### config.mk
export PLATFORM = sky130hd
export DESIGN_NAME = bcd_counter_ctrl
export DESIGN_NICKNAME = d
export VERILOG_FILES = /design/src/rtl/bcd_ctrl_pkg.sv /design/src/rtl/bcd_digit_cell.sv /design/src/rtl/bcd_counter_ctrl.sv
export SDC_FILE = /design/constraint.sdc
export NUM_CORES = 1
export LEC_CHECK = 0
export ABC_AREA = 1
export CORE_MARGIN = 2
export CORE_UTILIZATION = 40
export DETAILED_ROUTE_END_ITERATION = 8
export SYNTH_ARGS = -nofsm -noshare
export SYNTH_HDL_FRONTEND = slang
export SYNTH_SLANG_ARGS = --single-unit
### constraint.sdc
create_clock -name clock -period 3.1 [get_ports clock]
set_input_delay 0.465 -clock clock [delete_from_list [all_inputs] [get_ports clock]]
set_output_delay 0.465 -clock clock [all_outputs]
set_load 0.01 [all_outputs]
### src/rtl/bcd_ctrl_pkg.sv
// Shared encodings for the BCD counter controller: FSM states, arbitrated
// commands and the BCD digit limits.
package bcd_ctrl_pkg;

  typedef enum logic [1:0] {
    ST_IDLE,
    ST_HOLD,
    ST_REPEAT,
    ST_WAIT_REL
  } state_t;

  typedef enum logic [2:0] {
    CMD_NONE,
    CMD_UP,
    CMD_DOWN,
    CMD_SET0,
    CMD_SET9
  } cmd_t;

  localparam logic [3:0] BCD_MAX = 4'd9;
  localparam logic [3:0] BCD_MIN = 4'd0;

endpackage

### src/rtl/bcd_digit_cell.sv
// One BCD digit of the cascade. Loads apply unconditionally; steps only when
// every lower digit is at its wrap value (signalled through en).
module bcd_digit_cell
  import bcd_ctrl_pkg::*;
(
  input  logic       clock,
  input  logic       reset_n,
  input  cmd_t       cmd,
  input  logic       en,
  output logic [3:0] digit,
  output logic       at_max,
  output logic       at_min
);

  logic [3:0] r_digit;

  always_ff @(posedge clock or negedge reset_n) begin
    if (!reset_n) begin
      r_digit <= BCD_MIN;
    end else begin
      case (cmd)
        CMD_SET0: r_digit <= BCD_MIN;
        CMD_SET9: r_digit <= BCD_MAX;
        CMD_UP:   if (en) r_digit <= (r_digit == BCD_MAX) ? BCD_MIN : r_digit + 4'd1;
        CMD_DOWN: if (en) r_digit <= (r_digit == BCD_MIN) ? BCD_MAX : r_digit - 4'd1;
        default:  r_digit <= r_digit;
      endcase
    end
  end

  assign digit  = r_digit;
  assign at_max = (r_digit == BCD_MAX);
  assign at_min = (r_digit == BCD_MIN);

endmodule

### src/rtl/bcd_counter_ctrl.sv
// Button front end and sequencer for a DIGITS-wide BCD up/down counter:
// synchronisers, priority arbitration, auto-repeat FSM and wrap flags.
module bcd_counter_ctrl
  import bcd_ctrl_pkg::*;
#(
  parameter int DIGITS      = 2,
  parameter int HOLD_CYCLES = 50_000_000,
  parameter int RPT_CYCLES  = 10_000_000
) (
  input  logic                  clock,
  input  logic                  reset_n,
  input  logic                  up,
  input  logic                  down,
  input  logic                  set9,
  input  logic                  set0,
  output logic [4*DIGITS-1:0]   digits,
  output logic                  overflow,
  output logic                  underflow,
  output logic                  repeating
);

  localparam int CNT_MAX = (HOLD_CYCLES > RPT_CYCLES) ? HOLD_CYCLES : RPT_CYCLES;
  localparam int CNT_W   = $clog2(CNT_MAX);
  localparam logic [CNT_W-1:0] HOLD_LAST = CNT_W'(HOLD_CYCLES - 1);
  localparam logic [CNT_W-1:0] RPT_LAST  = CNT_W'(RPT_CYCLES - 1);

  logic [3:0]       r_sync1, r_sync2;
  state_t           r_state;
  logic [CNT_W-1:0] r_cnt;
  logic             r_dir_up;
  logic             r_repeating;
  logic             r_overflow, r_underflow;

  logic w_s_up, w_s_down, w_s_set9, w_s_set0;
  logic w_load, w_dir_lvl, w_opp_lvl, w_cnt_hit;
  cmd_t w_cmd, w_load_cmd, w_dir_cmd;

  logic [DIGITS:0]     w_all_max, w_all_min;
  logic [DIGITS-1:0]   w_at_max, w_at_min, w_en;
  logic [4*DIGITS-1:0] w_digits;

  always_ff @(posedge clock or negedge reset_n) begin
    if (!reset_n) begin
      r_sync1 <= '0;
      r_sync2 <= '0;
    end else begin
      r_sync1 <= {set0, set9, down, up};
      r_sync2 <= r_sync1;
    end
  end

  assign w_s_up   = r_sync2[0];
  assign w_s_down = r_sync2[1];
  assign w_s_set9 = r_sync2[2];
  assign w_s_set0 = r_sync2[3];

  assign w_load     = w_s_set0 | w_s_set9;
  assign w_load_cmd = w_s_set0 ? CMD_SET0 : CMD_SET9;
  assign w_dir_cmd  = r_dir_up ? CMD_UP : CMD_DOWN;
  assign w_dir_lvl  = r_dir_up ? w_s_up : w_s_down;
  assign w_opp_lvl  = r_dir_up ? w_s_down : w_s_up;
  assign w_cnt_hit  = (r_state == ST_HOLD) ? (r_cnt == HOLD_LAST) : (r_cnt == RPT_LAST);

  // Command is decoded combinationally so the cells act on the same edge the FSM moves.
  always_comb begin
    w_cmd = CMD_NONE;
    case (r_state)
      ST_IDLE: begin
        if (w_load)                     w_cmd = w_load_cmd;
        else if (w_s_up && !w_s_down)   w_cmd = CMD_UP;
        else if (w_s_down && !w_s_up)   w_cmd = CMD_DOWN;
      end
      ST_HOLD, ST_REPEAT: begin
        if (w_load)                                    w_cmd = w_load_cmd;
        else if (w_dir_lvl && !w_opp_lvl && w_cnt_hit) w_cmd = w_dir_cmd;
      end
      default: w_cmd = CMD_NONE;
    endcase
  end

  always_ff @(posedge clock or negedge reset_n) begin
    if (!reset_n) begin
      r_state     <= ST_IDLE;
      r_cnt       <= '0;
      r_dir_up    <= 1'b0;
      r_repeating <= 1'b0;
    end else begin
      case (r_state)
        ST_IDLE: begin
          r_cnt <= '0;
          if (w_load || (w_s_up && w_s_down)) begin
            r_state <= ST_WAIT_REL;
          end else if (w_s_up || w_s_down) begin
            r_state  <= ST_HOLD;
            r_dir_up <= w_s_up;
          end
        end
        ST_HOLD, ST_REPEAT: begin
          if (w_load || w_opp_lvl || !w_dir_lvl) begin
            r_state     <= (!w_load && !w_dir_lvl) ? ST_IDLE : ST_WAIT_REL;
            r_repeating <= 1'b0;
          end else if (w_cnt_hit) begin
            r_cnt       <= '0;
            r_state     <= ST_REPEAT;
            r_repeating <= 1'b1;
          end else begin
            r_cnt <= r_cnt + CNT_W'(1);
          end
        end
        ST_WAIT_REL: begin
          if (!(w_s_up || w_s_down || w_load)) r_state <= ST_IDLE;
        end
        default: r_state <= ST_IDLE;
      endcase
    end
  end

  always_ff @(posedge clock or negedge reset_n) begin
    if (!reset_n) begin
      r_overflow  <= 1'b0;
      r_underflow <= 1'b0;
    end else begin
      r_overflow  <= (w_cmd == CMD_UP)   && w_all_max[DIGITS];
      r_underflow <= (w_cmd == CMD_DOWN) && w_all_min[DIGITS];
    end
  end

  assign w_all_max[0] = 1'b1;
  assign w_all_min[0] = 1'b1;

  for (genvar g = 0; g < DIGITS; g++) begin : g_digit
    assign w_all_max[g+1] = w_all_max[g] & w_at_max[g];
    assign w_all_min[g+1] = w_all_min[g] & w_at_min[g];
    assign w_en[g] = (w_cmd == CMD_UP)   ? w_all_max[g] :
                     (w_cmd == CMD_DOWN) ? w_all_min[g] : 1'b1;

    bcd_digit_cell u_cell (
      .clock   (clock),
      .reset_n (reset_n),
      .cmd     (w_cmd),
      .en      (w_en[g]),
      .digit   (w_digits[4*g +: 4]),
      .at_max  (w_at_max[g]),
      .at_min  (w_at_min[g])
    );
  end

  assign digits    = w_digits;
  assign overflow  = r_overflow;
  assign underflow = r_underflow;
  assign repeating = r_repeating;

endmodule

# Word level (Yosys, flattened, before mapping)
# Index checks and enable logic that the tools add are counted.
[totals]
ff_bits = 48
output_inout_bits = 11
wordCells = 99
input_bits = 6
[op_classes]
n_addsub = 5
n_eq_ne = 17
bitwise = 4
n_mux = 33
reduce_logical = 30
[op_table]
columns = ["op", "n"]
rows = [
  ["$mux 26", 2],
  ["$pmux 26 s2", 1],
  ["$pmux 4 s4", 2],
  ["$add 26x1->26 const B", 1],
  ["$eq 26x24->1 const B", 1],
  ["$eq 26x26->1 const B", 1],
  ["$mux 4", 6],
  ["$mux 2", 10],
  ["$mux 3", 3],
  ["$reduce_and 3->1", 3],
  ["$add 4x1->4 const B", 2],
  ["$eq 4x4->1 const B", 2],
  ["$logic_and 1x1->1", 8],
  ["$logic_not 4->1", 2],
  ["$sub 4x1->4 const B", 2],
  ["$mux 1", 7],
  ["$eq 3x2->1 const B", 2],
  ["$ne 3x3->1 const B", 2],
  ["$pmux 2 s3", 1],
  ["$pmux 3 s2", 1],
  ["$logic_not 1->1", 5],
  ["$logic_or 1x1->1", 5],
  ["$eq 2x2->1 const B", 2],
  ["$ne 2x1->1 const B", 2],
  ["other kinds (12)", 16],
]

# Longest topological paths before layout
# Gate-level depths: netlist (run 1).
[depth]
ltp_word = 12
mapped_depth = 17
mapped_depth_nobuf = 17

# Cells and area by module
# From an unflattened synthesis (run 1), not the netlist that was laid out.
[hier_totals]
hier_cells = 469
hier_area_um2 = 3467.1
[modules_own_cells]
columns = ["module", "seq_area_each_um2", "area_per_inst_um2", "cells_per_inst", "instances"]
rows = [
  ["bcd_counter_ctrl", 1001.0, 2616.3, 343, 1],
  ["bcd_digit_cell", 100.1, 425.4, 63, 2],
]

# Least setup slack after synthesis (run 1)
# No wires, ideal clock.
[synth_path]
path_kind = "register to register"
from = "reg r_state[0]"
to = "reg r_cnt[18]"
arrival_time_ns = 1.712
required_time_ns = 2.975
period_less_slack_ns = 1.836
n_path_buf = 0
setup_ns = 0.125
path_slack_ns = 1.264
stages_incl_launch_ff = 12
cell_sequence = "dfrtp_1 > inv_1 > ha_1 > nor2_1 > inv_1 > nand2_4 > clkinv_2 > nand4_2 > nor2_1 > nand3b_1 > nor3_1 > nor3_2"
[synth_between]
elab_chain_cells = 5
word_cells_on_any_way = 11
classes_between = "3 x eq/ne; 4 x mux; 4 x reduce/logical"
[synth_rtl]
columns = ["item", "line", "source"]
rows = [
  ["from (decl)", "bcd_counter_ctrl.sv:28", "state_t r_state;"],
  ["from (signal assigned)", "bcd_counter_ctrl.sv:100", "r_state <= (!w_load && !w_dir_lvl) ? ST_IDLE : ST_WAIT_REL;"],
  ["$eq 2x1->1", "bcd_counter_ctrl.sv:62, bcd_counter_ctrl.sv:88", ""],
  ["$mux 1", "bcd_counter_ctrl.sv:62", "assign w_cnt_hit = (r_state == ST_HOLD) ? (r_cnt == HOLD_LAST) : (r_cnt == RPT_LAST);"],
  ["$mux 26", "bcd_counter_ctrl.sv:102", "end else if (w_cnt_hit) begin"],
  ["$mux 26", "bcd_counter_ctrl.sv:99", "if (w_load || w_opp_lvl || !w_dir_lvl) begin"],
  ["$pmux 26 s2", "bcd_counter_ctrl.sv:88", "case (r_state)"],
  ["to (signal assigned)", "bcd_counter_ctrl.sv:107", "r_cnt <= r_cnt + CNT_W'(1);"],
  ["to (decl)", "bcd_counter_ctrl.sv:29", "logic [CNT_W-1:0] r_cnt;"],
]
# Several ways; a longest one is shown, not always the timed one. The select of a mux whose other input is x is not followed.
# A chain may end at the register's enable or synchronous reset.

# Worst setup path in the final report (run 1)
[layout_path]
from = "reg r_state[1]"
to = "reg r_cnt[16]"
# Same word-level chain as after synthesis.

==> results.txt, run 1 <==
Walking the worst path, the cells encountered are inv_1 -> ha_1 -> nor2_1 -> nand3_1 -> a21oi_2 -> nand2_1 -> nand2_2 -> inv_2 -> nor2_4 -> inv_2 -> nand2_2 -> o21ai_2 -> a21oi_2 -> a21oi_1. For the worst-skew pair, the clock arrives at the later sink with an insertion delay of 310 ps. The flow ran to the end, and the final reports show no timing, DRC or antenna violations. The final design utilization was 45.6%; the net count of the mapped netlist was 399.

The critical setup path kind was reg2reg. TritonCTS built the clock tree. At the end of routability-driven placement, the weighted congestion stood at 0.864. The number of max-slew violations in the final report came out at 0. At the pin with the least slew margin, the transition time is 1030 ps.

The logs give 12.2 ps for the worst clock skew and 0 for the total grt overflow. Entering global routing, the biggest net connects 49 pins. For this block, the initial DRC count from the detailed router was 224. After clock tree synthesis, the clock-pin slew on the worst setup and hold paths is 90 ps. For the worst setup path, the data arrival time is 2450 ps. 0 antenna diodes ended up in the layout.

The count of state elements after synthesis was 48. On the worst path, the slowest cell contributes a delay of 380 ps. The top fanout value on the critical path is 11. For the final wirelength, the log shows 6450 um. The number of buffer and inverter stages on the critical path is 3. The total power per unit cell area is 850 nW/um^2, and the peak clock frequency supported by timing is 440 MHz. Kind of start point of the critical path: a register.

The routed layout has 2519 vias. The logs give 0 for the hold violation count in the final report and 2 for the number of buffers on the longest clock path. Fill cells in the final layout number 753. In this run the remaining antenna-violating nets after routing total 0. Setup violations remaining at the end of the flow were counted as 0. The average detailed-routed wire length per instance is 12.8 um.

The maximum VDD drop is 0.414 mV, and the standard-cell row count is 31. The top cell types in the final layout, fill and taps aside, are 90 x sky130_fd_sc_hd__nand2_1, 48 x sky130_fd_sc_hd__dfrtp_1, 45 x sky130_fd_sc_hd__inv_1. Among all stages on the critical path, the largest delay is contributed by sky130_fd_sc_hd__dfrtp_1. In this run the horizontal extent of the chip is 89.3 um. Once the clock tree was built, the resizer swapped 0 gates to a different size. The number of sinks driven by the clock tree is 48. The final critical path takes up 73.4% of the cycle. The total number of H-tree levels came out at 2. Broken down by cell family, the worst path's largest delay share belongs to simple AND/OR/NAND/NOR gates. Summed over its instances, the top area cell type makes up 41.3% of the synthesized netlist area. The first global-routing pass estimated 11000 um of wire.

In this run the worst hold path is classified as in2async. The most common cell after layout, fill and taps aside is sky130_fd_sc_hd__nand2_1. The worst setup path is captured at a register. In the final design database the tool counted 419 nets. 17 I/O pins were placed.

Data required time of the critical path: 3280 ps. After detailed placement, the total cell area comes to 3180 um^2. The die extent in y is 89.3 um, and the yosys synthesis warning count is 0. Dividing the detail-routed via count by the number of cells gives 5.00.

The run gives 41.3% as the share of the yosys chip area belonging to registers. The worst register-to-register path begins at r_state[1]$_DFFE_PN0P_. The analysis attributes to cell leakage a power of 1.56 nW. The routed design could run at a clock period as short as 2270 ps. The total area inside the core boundary comes to 7140 um^2. The starting density of the core was 40.8%; the number of standard cells after synthesis was 385. In the final layout, the multi-input gates occupy 1480 um^2. Each instance of the synthesized netlist takes up on average 7.56 um^2. The run gives 4980 um as the post-detailed-placement half-perimeter wirelength. The run gives 31.5% as the worst-case headroom to the max-slew limit. The number of buffers created by CTS is 5. The number of antenna violations at the first check in global routing was 0. Once the clock tree was built, the setup fixing pass inserted 0 buffers.

Ranked by total cell area, the synthesized netlist is headed by sky130_fd_sc_hd__dfrtp_1 41%, sky130_fd_sc_hd__nand2_1 12%, sky130_fd_sc_hd__nand3_1 6.0%. Across the whole layout, storage elements account for 1200 um^2. In the final timing run, aggregate negative setup slack is 0 ps. Cell area after synthesis: 2910 um^2.

Of all cell types, the one taking the most synthesized area is sky130_fd_sc_hd__dfrtp_1. Setup repair after global routing left no endpoint under its margin. Global routing used 17.6% of the available tracks across all layers. The post-route netlist has 10.6% of its cells at a drive strength greater than 1. In this run the worst setup path begins at r_state[1]$_DFFE_PN0P_. Via count of the first global-routing pass: 2370. The tool flagged a number of max-cap violations equal to 0. The tools report the library cell used as clock root buffer as sky130_fd_sc_hd__clkbuf_8. Hold repair after CTS inserted 0 buffers. The area growth from synthesis to layout is 11.8%. In this run the register-to-register setup slack is 830 ps. The pre-antenna-repair detailed-routing pass consisted of 4 iterations.

The DRC violations left is 0, and the distinct cell type count of the synthesized netlist is 39. The design draws 2.76 mW. For the final cell area excluding filler cells, the log shows 3250 um^2. The count of buffers added on input and output ports is 16. The die covers 7970 um^2.
[per-layer routing]
metal	up-vias	wire length, um	track usage, %
met5	-	0	0
met4	0	72	4.75
met3	6	250	3.05
met2	41	2940	27.9
met1	1172	3190	25.0
li1	1300	-	-
[final cells by class]
cell class / count / area share, %
clock buffers: 6 / 2.23
clock inverters: 1 / 0.154
well taps: 99 / 3.81
inverters: 56 / 6.54
multi-input cells: 278 / 45.6
flip-flops and latches: 48 / 36.9
repair buffers: 16 / 4.77
[metrics by stage]
stage	hold slack [ps]	instances	setup slack, ps
after floorplan	169	385	1260
after CTS	358	504	817
after global placement	332	497	865
after detailed placement	337	497	836
final	329	504	825
after global routing	367	504	593
[flip-flops by register name, indices dropped and copies added (netlist names)]
register	count
g_digit.u_cell.digit	8
overflow	1
r_cnt	26
r_dir_up	1
r_state	2
r_sync1	4
r_sync2	4
repeating	1
underflow	1
[where the power goes]
part           switching (mW)  total (mW)  internal [mW]
Combinational            1.05        1.56          0.511
Sequential              0.115       0.843          0.728
Clock                   0.207       0.361          0.154
[path summary, 6_finish.rpt]
kind                                              end  depth (start not counted)
max in group asynchronous        r_dir_up$_DFFE_PN0P_                          1
worst max register to register  r_cnt[16]$_DFFE_PN0P_                         14
min in group clock               r_sync2[2]$_DFF_PN0_                          0
worst min register to register   r_sync2[2]$_DFF_PN0_                          0
worst max-delay path            r_cnt[16]$_DFFE_PN0P_                         14
worst min-delay path            r_cnt[17]$_DFFE_PN0P_                          1
[cell usage after synthesis, drive strengths merged]
cell type  number
a41oi           1
ha              8
a211oi          2
a31oi           1
o21a            2
nor2           44
and3            1
o21bai          1
dfrtp          48
nor3           15
a2bb2oi         1
a32oi           1
clkinv          2
nor4            4
nand3          35
buf             2
xnor2           2
nand3b          1
o211ai          3
inv            54
o211a           1
a21boi          1
xor2            6
clkbuf          1
nand4          11
a311oi          1
a21oi          22
o21ai          14
nand2         100
[cell families (layout without fill, tap and decap cells)]
logic type      count (synthesis)  in the layout  synth area share, %
flops                          48             48                 41.3
buf+inv                        59             79                 7.78
fa+ha+maj                       8              8                 3.44
compound gates                 51             51                 10.7
xor+xnor                        8              8                 2.41
simple gates                  211            211                 34.4
Power figures use the tool's default switching activity.
==> run 2: changes to the inputs <==
- clock period: 3.1 -> 2.1 ns (I/O delays scaled with it)
==> run 2 against run 1 <==
Design area is 7.6% higher. Non-clock buffer count increased by 19. Clock-buffer cell count did not move. Die area is the same. Largest cell class unchanged. Setup slack worse by 690 ps.
==> results.txt, run 2 (synthesized netlist as in run 1, its figures left out) <==
The tools report the final cell area excluding filler cells as 3500 um^2. Across all setup checks in the final design, the least slack found is 135 ps. The floorplan step defined a die boundary enclosing 7970 um^2. The area growth from synthesis to layout was 20.3%. The average detailed-routed wire length per instance was 12.4 um.

The register with the most flip-flops in the layout has 26 of them. Tracing the worst setup path back leads to its startpoint at r_cnt[1]$_DFFE_PN0P_. The top fanout value on the critical path works out to 3. The run gives 5 as the number of buffers created by CTS. Power spread over the standard cell area amounts to 1320 nW/um^2.

The fraction of final layout cells with drive strength greater than 1 works out to 18.2%. Met1 demand-to-capacity share in global routing: 24.8%. Max-cap violations in this run came to 0. Number of input and output port buffers inserted: 16. Final design utilization: 49.1%. For the number of max-slew violations in the final report, the log shows 0. Global routing consumed, on the met2 layer, 25.9% of the routing resources.

The first global-routing pass estimated 10600 um of wire. The peak clock frequency supported by timing is 509 MHz. IR analysis of the VDD net gives a maximum drop of 0.814 mV. For the final database, setup skew stands at 12.0 ps.

The worst hold path belongs to the class reg2reg. In the layout the commonest cells are 87 x sky130_fd_sc_hd__nand2_1, 47 x sky130_fd_sc_hd__dfrtp_1, 41 x sky130_fd_sc_hd__inv_1. The worst register-to-register path has a setup slack of 140 ps. Overall power consumption after layout is estimated at 4.61 mW. The tools report the number of sinks driven by the clock tree as 48. The iteration count of the initial detailed-routing pass was 4; the die outline width was 89.3 um. 17 I/O pins were placed.

The flow ran to the end, and the final reports show no timing, DRC or antenna violations. Global routing used 17.1% of the available tracks. Before CTS, the worst setup slack after placement is -27.2 ps.

The tools report the kind of start point of the critical path as a register. In this run, placement finished with an instance count of 504. Clock-pin slew was measured on the worst setup and hold paths at 80 ps.

Summing over every cut layer, the via total after detailed routing is 2591. The largest net degree at the start of global routing was 19; the standard-cell row count was 31. The number of cells on the worst reg-to-reg path is 12. For the number of antenna violations at the first check in global routing, the log shows 0.

Adding up every negative setup slack in the final design gives 0 ps. The core area was 7140 um^2. The total number of H-tree levels is 2, and the number of DRC markers in iteration 0 is 206. Register with the most flip-flops: r_cnt.

Setup repair after global routing could not meet its margin everywhere. The hold violation count in the final report is 0. In this run the static leakage power is 1.66 nW. The worst setup path is captured at a register. For the starting density of the core, the log shows 40.8%. The cell sitting at the root of the clock tree is a sky130_fd_sc_hd__clkbuf_8. The post-route fraction of the period consumed by the critical path was 93.6%. The library cell used most frequently in the layout, excluding fill and tap cells, is sky130_fd_sc_hd__nand2_1. The detailed-route vias per instance was 4.95; the total number of nets in the final design was 438.

After layout, the minimum clock period comes to 1960 ps. The repair_antennas step left the layout with diodes totalling 0. At the pin with the least slew margin, the transition time is 407 ps. Detailed placement ended at an HPWL of 5000 um. Data on the critical path arrives at its endpoint at 2180 ps. The via count of the first global-routing pass was 2283.

Measured against its own limit, the worst slew margin works out to 72.9%. Setup violations remaining at the end of the flow were counted as 0. DRC violations left: 0. The run gives 0 as the total grt overflow. The final wirelength came out at 6490 um. The tools report the endpoint of the worst register-to-register path as g_digit[0].u_cell.digit[1]$_DFFE_PN0P_.

After global routing, the most crowded layer is met2. The tools report the capture point of the worst path as g_digit[0].u_cell.digit[1]$_DFFE_PN0P_. TritonCTS built the clock tree.

The critical path is of the reg2reg type. The final-layout worst hold slack came out at 354 ps. The clock reaches the later pin of the worst-skew pair after 300 ps.

Routability-driven placement finished with a final weighted congestion of 0.877. The number of nets still failing antenna checks after routing is 0. The non-filler instance count after layout is 523, and the data required time of the critical path is 2310 ps.

Die extent in y: 89.3 um. The met3 capacity usage during global routing is 3.32%, and the area after detailed placement is 3230 um^2. For the number of buffers on the longest clock path, the log shows 2. The startpoint identified for the worst register-to-register timing path is r_cnt[1]$_DFFE_PN0P_.
run 2: cell types whose count changed in the layout (fill, tap and decap cells not counted), sizes merged:
cell,delta
buf,+18
clkinv,-2
dlygate4sd3,+1
inv,+2
run 2: how the worst min path moves through the flow:
stage                                                        end  depth (start not counted)  slack [ps]            startpoint
after floorplan           g_digit[0].u_cell.digit[0]$_DFFE_PN0P_                          0          20               reset_n
after global placement                     r_cnt[18]$_DFFE_PN0P_                          1         270               reset_n
after detailed placement                   r_cnt[18]$_DFFE_PN0P_                          1         280               reset_n
after CTS                                   r_sync2[0]$_DFF_PN0_                          0         360  r_sync1[0]$_DFF_PN0_
after global routing                        r_sync2[0]$_DFF_PN0_                          0         360  r_sync1[0]$_DFF_PN0_
final                                       r_sync2[0]$_DFF_PN0_                          0         350  r_sync1[0]$_DFF_PN0_
run 2: timing repair:
action	CTS	global route
pin swaps	1	6
gates resized for setup	3	27
hold endpoints to repair	16	0
hold buffers	1	0
buffers inserted	0	11
endpoints found under the setup margin	1	19
run 2: worst max-delay path, cell delays in order, from the launching register on:
cell and delay (ps):
sky130_fd_sc_hd__dfrtp_1 380, sky130_fd_sc_hd__ha_2 210, sky130_fd_sc_hd__nand2_2 60, sky130_fd_sc_hd__nor2_1 80
sky130_fd_sc_hd__nand3_1 120, sky130_fd_sc_hd__a21oi_2 170, sky130_fd_sc_hd__nand3_1 90, sky130_fd_sc_hd__nand2_1 90
sky130_fd_sc_hd__nand2_1 60, sky130_fd_sc_hd__nand2_2 100, sky130_fd_sc_hd__nand4_1 190, sky130_fd_sc_hd__buf_4 200
sky130_fd_sc_hd__o211ai_1 140
run 2: per-layer routing:
layer / part of all wire (%) / vias to the layer above
met1: 49 / 1211
met4: 0.89 / 0
met2: 46 / 33
met3: 3.3 / 6
li1: - / 1341
met5: 0 / -
run 2: power by group:
group	switching (mW)	internal [mW]	total [mW]	leakage (nW)
Combinational	1.74	1.09	2.83	0.984
Sequential	0.181	1.08	1.26	0.631
Clock	0.293	0.227	0.520	0.0410
run 2: cell type report:
class / count / area (um^2)
Clock buffer: 6 / 72.6
Timing Repair Buffer: 35 / 300
Sequential cell: 48 / 1200
Tap cell: 99 / 124
Fill cell: 728 / 3640
Multi-Input combinational cell: 278 / 1570
Inverter: 56 / 228
Clock inverter: 1 / 5.00
